<file path="src/rtl/ram_port_arbiter.sv">
// Two-port req/ack arbiter and sequencer for a single-port big-endian data RAM.
// Optional macro ARB_FIXED_PRIO_EN: fixed A-over-B priority instead of round-robin.
//
// state  | meaning
// IDLE   | waiting for a request, arbitrates and latches the winner
// ACCESS | one RAM cycle (read, falling-edge write, or nothing on range error)
// ACK    | owner's ack/err pulse, RAM controls idle
module ram_port_arbiter #(
  parameter int unsigned RAM_BYTES = 61
) (
  input  logic        clk,
  input  logic        reset,
  input  logic        req_a,
  input  logic        req_b,
  input  logic        we_a,
  input  logic        we_b,
  input  logic [31:0] addr_a,
  input  logic [31:0] addr_b,
  input  logic [31:0] wdata_a,
  input  logic [31:0] wdata_b,
  output logic        ack_a,
  output logic        ack_b,
  output logic        err_a,
  output logic        err_b,
  output logic [31:0] rdata_a,
  output logic [31:0] rdata_b,
  output logic        busy,
  output logic [31:0] ram_addr,
  output logic [31:0] ram_wdata,
  output logic        ram_nRD,
  output logic        ram_nWR,
  input  logic [31:0] ram_rdata
);

  typedef enum logic [1:0] {IDLE, ACCESS, ACK} state_t;

  localparam logic [32:0] LAST_VALID = 33'(RAM_BYTES - 4);

  state_t      state, state_nxt;
  logic        start;
  logic        grant_b;
  logic        owner_b;
  logic        lat_we;
  logic        lat_err;
  logic [31:0] sel_addr;
  logic [31:0] sel_wdata;
  logic        sel_we;
  logic        sel_err;
`ifndef ARB_FIXED_PRIO_EN
  logic        last_grant_b;
`endif

  always_ff @(posedge clk or posedge reset) begin
    if (reset) state <= IDLE;
    else       state <= state_nxt;
  end

  always_comb begin
    state_nxt = state;
    start     = 1'b0;
    grant_b   = 1'b0;
    case (state)
      IDLE: begin
        if (req_a || req_b) begin
          start     = 1'b1;
          state_nxt = ACCESS;
          if (req_a && req_b) begin
`ifdef ARB_FIXED_PRIO_EN
            grant_b = 1'b0;
`else
            grant_b = ~last_grant_b;
`endif
          end else begin
            grant_b = req_b;
          end
        end
      end
      ACCESS:  state_nxt = ACK;
      ACK:     state_nxt = IDLE;
      default: state_nxt = IDLE;
    endcase
  end

  // 33-bit compare so addresses near 2^32 cannot wrap into range
  assign sel_addr  = grant_b ? addr_b  : addr_a;
  assign sel_wdata = grant_b ? wdata_b : wdata_a;
  assign sel_we    = grant_b ? we_b    : we_a;
  assign sel_err   = {1'b0, sel_addr} > LAST_VALID;

  assign busy = (state != IDLE);

  always_ff @(posedge clk or posedge reset) begin
    if (reset) begin
      owner_b      <= 1'b0;
      lat_we       <= 1'b0;
      lat_err      <= 1'b0;
      ack_a        <= 1'b0;
      ack_b        <= 1'b0;
      err_a        <= 1'b0;
      err_b        <= 1'b0;
      rdata_a      <= '0;
      rdata_b      <= '0;
      ram_addr     <= '0;
      ram_wdata    <= '0;
      ram_nRD      <= 1'b0;
      ram_nWR      <= 1'b1;
`ifndef ARB_FIXED_PRIO_EN
      last_grant_b <= 1'b1;
`endif
    end else begin
      ack_a <= 1'b0;
      ack_b <= 1'b0;
      err_a <= 1'b0;
      err_b <= 1'b0;
      case (state)
        IDLE: begin
          if (start) begin
            owner_b      <= grant_b;
            lat_we       <= sel_we;
            lat_err      <= sel_err;
            ram_addr     <= sel_addr;
            ram_wdata    <= sel_wdata;
            ram_nRD      <= ~sel_err & ~sel_we;
            ram_nWR      <= ~(~sel_err & sel_we);
`ifndef ARB_FIXED_PRIO_EN
            last_grant_b <= grant_b;
`endif
          end
        end
        ACCESS: begin
          ram_nRD <= 1'b0;
          ram_nWR <= 1'b1;
          if (owner_b) begin
            ack_b <= 1'b1;
            err_b <= lat_err;
            if (lat_err)     rdata_b <= '0;
            else if (!lat_we) rdata_b <= ram_rdata;
          end else begin
            ack_a <= 1'b1;
            err_a <= lat_err;
            if (lat_err)     rdata_a <= '0;
            else if (!lat_we) rdata_a <= ram_rdata;
          end
        end
        default: ;
      endcase
    end
  end

endmodule

</file>
<file path="config.mk">
export PLATFORM = sky130hd
export DESIGN_NAME = ram_port_arbiter
export DESIGN_NICKNAME = d
export VERILOG_FILES = /design/src/rtl/ram_port_arbiter.sv
export SDC_FILE = /design/constraint.sdc
export NUM_CORES = 1
export LEC_CHECK = 0
export BUFFER_PORTS_ARGS = -buffer_cell sky130_fd_sc_hd__buf_2
export CAP_MARGIN = 10
export CELL_PAD_IN_SITES_DETAIL_PLACEMENT = 1
export CELL_PAD_IN_SITES_GLOBAL_PLACEMENT = 1
export CORE_UTILIZATION = 35
export DETAILED_ROUTE_END_ITERATION = 6
export GPL_TIMING_DRIVEN = 1
export PLACE_DENSITY = 0.89
export SYNTH_ARGS = -nofsm -noshare
export SYNTH_HDL_FRONTEND = slang
export SYNTH_SLANG_ARGS = --single-unit
</file>
<file path="constraint.sdc">
create_clock -name clk -period 12.1 [get_ports clk]
set_input_delay 1.21 -clock clk [delete_from_list [all_inputs] [get_ports clk]]
set_output_delay 1.21 -clock clk [all_outputs]
set_load 0.05 [all_outputs]
</file>
==> flow_metrics.tcl <==
set metrics [dict create \
    viasPerCell 5.10 \
    numCtsBuffers 17 \
    cts_resized 0 \
    cp.arrival_ns 4.02 \
    grt_pass1_vias 5972 \
    synth_area_per_cell_um2 10.0 \
    syn_nets 751 \
    end_kind "flop" \
    clk_latency_ns 0.41 \
    finalSetupTns_ns 0 \
    synth_adder_area_share_pct 0 \
    htree_levels 4 \
    muxShareOfSynthArea_pct 5.67 \
    drv_slew 0 \
    crit_family "buffers and inverters" \
    syn_area_mm2 0.00585 \
    yosys_warnings 0 \
    synth-simple-area-share_pct 15.2 \
    dp_hpwl_mm 15.0 \
    synthFlopType "dfrtp_1" \
    max_cap_violations 0 \
    synth-xor-area-share_pct 0 \
    io_pins 301 \
    ys_async_sr_fraction_pct 100 \
    outcome "finished clean" \
    synth_top_family_by_area "compound AO/OA/AOI/OAI gates" \
    final_nets 1035 \
    grt_overflow 0 \
    synth_edf_count 0 \
    hold_path.class "flop to flop" \
    p_per_area_mw_per_mm2 272 \
    clock_path_buffers 2 \
    grt_setup_unrepaired "no" \
    crit_chain "buf_2 > a21bo_1 > buf_4 > nor3_4 > buf_4 > mux2i_1 > o21ai_0 > o21ai_0" \
    clkPwrFrac_pct 26.4 \
    vias 5613 \
    worst_pin_slew_ns 1.15 \
    path_buf_inv 3 \
    core_area_mm2 0.0161 \
    finalHoldViolations 0 \
    required_ns 12.42 \
    gp_congestion 0.851 \
    synth_compound_area_share_pct 15.8 \
    period_share_pct 30.6 \
    switchingPower_w 0.00105 \
    fmax_mhz 270 \
    start_util_pct 36.3 \
    ys_seq_area_share_pct 59.9 \
    die_w_um 131 \
    die_area_mm2 0.0172 \
    p_comb_share_pct 43.4 \
    grt_usage_pct 24.6 \
    synth_cell_types 29 \
    fin_skew_ns 0.00586 \
    period_needed_ns 3.70 \
    clock-sinks 140 \
    firstDrtPassIters 5 \
    cts-root-buf "clkbuf_16" \
    critical_path_class "primary input to flop" \
    grt_pass1_wl_mm 32.8 \
    dieHeight_um 131 \
    io_buffer_count 300 \
    p_total_w 0.00222 \
    holdBufCountCts 0 \
    cp_max_fo 36 \
    tritoncts "built" \
    post_cts_buffers 0 \
    wl_per_cell_um 18.8 \
    rows 46 \
    pre_cts_slack_ns 7.99 \
    syn_inst 585 \
    fin_ws_ns 8.40 \
    clk_pin_slew_ns 0.06 \
    dr.first_iter.drc_count 179 \
    synth-seq-cells 140 \
    slew_headroom_pct 23.2 \
    finalWirelength_mm 20.7 \
    power.internal_w 0.00118 \
    cpPeakStageDelay_ns 0.91 \
    start_kind "primary input" \
    slowest_stage "nor3_4" \
    drive_above_1_share_pct 38.9 \
    antenna_found_initial 4 \
    final-setup-viol-count 0 \
    p_leak_nw 4.13 \
    grt_max_degree 89 \
    sw_frac_of_total_pct 47.1 \
    ant_nets 0 \
    drt_drc_violations_left 0 \
    synthToLayoutAreaGrowth_pct 39.5 \
    ir_worst_vdd_v 0.000171 \
    power.share.sequential_pct 30.3 \
]
synthesized netlist by cell type (2+ instances only):
cell / instances / share of area (%)
a21o_1: 2 / 0.26
and2_1: 2 / 0.21
buf_1: 3 / 0.19
buf_2: 4 / 0.34
buf_4: 6 / 0.77
clkbuf_1: 26 / 1.7
dfrtp_1: 138 / 59
dfstp_2: 2 / 0.90
inv_1: 4 / 0.26
mux2i_1: 32 / 5.5
nand2_1: 138 / 8.9
nand2b_1: 34 / 3.6
nand4_1: 2 / 0.21
nor2_1: 2 / 0.13
nor3_1: 4 / 0.34
nor4_1: 11 / 1.2
o2111ai_1: 2 / 0.30
o21ai_0: 111 / 9.5
o21ai_1: 20 / 1.7
o22ai_1: 33 / 3.5
metal layers:
| metal | track usage, % | vias up | routed length (um) |
|---|---|---|---|
| li1 | - | 2603 | - |
| met1 | 26.9 | 2704 | 7890 |
| met2 | 43.0 | 258 | 10600 |
| met3 | 8.33 | 46 | 1570 |
| met4 | 10.7 | 2 | 596 |
| met5 | 0 | - | 13 |
registers in the layout, indices dropped and copies added (netlist names), 2 cells and up:
signal     flops
ram_addr      32
ram_wdata     32
rdata_b       32
state          2
rdata_a       32
placed cells by master, fill, tap and decap left out:
| master | count |
|---|---|
| nand2_1 | 136 |
| clkbuf_1 | 2 |
| buf_2 | 300 |
| nand2_2 | 2 |
| nand2b_1 | 34 |
| buf_4 | 5 |
| a21bo_1 | 1 |
| and3_1 | 1 |
| nor4_1 | 11 |
| inv_1 | 3 |
| nor4b_1 | 1 |
| diode_2 | 3 |
| o22ai_1 | 33 |
| clkinv_4 | 2 |
| o32a_1 | 1 |
| clkbuf_16 | 17 |
| dfrtp_1 | 138 |
| o21ai_0 | 111 |
| o21a_1 | 1 |
| clkbuf_8 | 1 |
| o2111ai_1 | 2 |
| nor3_4 | 1 |
| nand4_1 | 2 |
| a21o_1 | 2 |
| nand3_1 | 1 |
| and2_1 | 2 |
| nor2_1 | 2 |
| o21ai_1 | 19 |
| mux2i_1 | 32 |
| clkinvlp_4 | 2 |
| nor3_1 | 4 |
| o21ai_4 | 1 |
| mux2_2 | 1 |
| inv_6 | 4 |
| dfstp_2 | 2 |
| bufinv_16 | 5 |
cell type report:
cell class,instances,area (um2)
timing repair buffer,305,1540
inverter,4,20.0
sequential,140,3510
antenna,3,7.51
clock buffer,20,447
fill,1932,7960
clock inverter,12,209
multi-input combinational,401,2160
tap,216,270
power groups by stage:
stage                     clock network (W)  logic, W  registers (W)
after floorplan                           0  0.000304        0.00107
after global placement                    0  0.000941       0.000667
after detailed placement                  0  0.000966       0.000676
after CTS                          0.000599  0.000970       0.000673
after global routing               0.000616   0.00102       0.000686
final                              0.000586  0.000964       0.000673
worst paths after layout:
check | slack, ns | startpoint | depth (start not counted) | endpoint
worst max-delay path | 8.40 | req_b | 8 | ram_nRD
worst min-delay path | 0.47 | rdata_b[11] | 2 | rdata_b[11]
worst max register to register | 8.94 | last_grant_b | 7 | ram_nRD
worst min register to register | 0.47 | rdata_b[11] | 2 | rdata_b[11]
max in group asynchronous | 9.82 | reset | 3 | ram_addr[30]
min in group asynchronous | 0.87 | reset | 2 | rdata_a[13]
per-stage QoR:
step	util, %	hold slack [ns]	instances	instance area (um2)
floorplan	-	0.447	585	5850
CTS	50.6	0.479	1098	8150
detailed placement	46.5	0.465	1066	7490
global placement	46.5	0.456	1066	7490
global route	50.6	0.497	1101	8160
finish	50.6	0.474	1101	8160
cells by family (layout without fill, tap and decap cells):
kind of cell | after synthesis | in the layout
AND/OR/NAND/NOR | 197 | 197
AO/OA/AOI/OAI | 171 | 171
flip-flops | 140 | 140
multiplexers | 33 | 33
buffers and inverters | 44 | 341
other | 0 | 3
worst min-delay path: stages, from the launching register on:
cell	delay, ns
dfrtp_1	0.33
nand2_1	0.05
o21ai_0	0.06
Power figures use the tool's default switching activity.
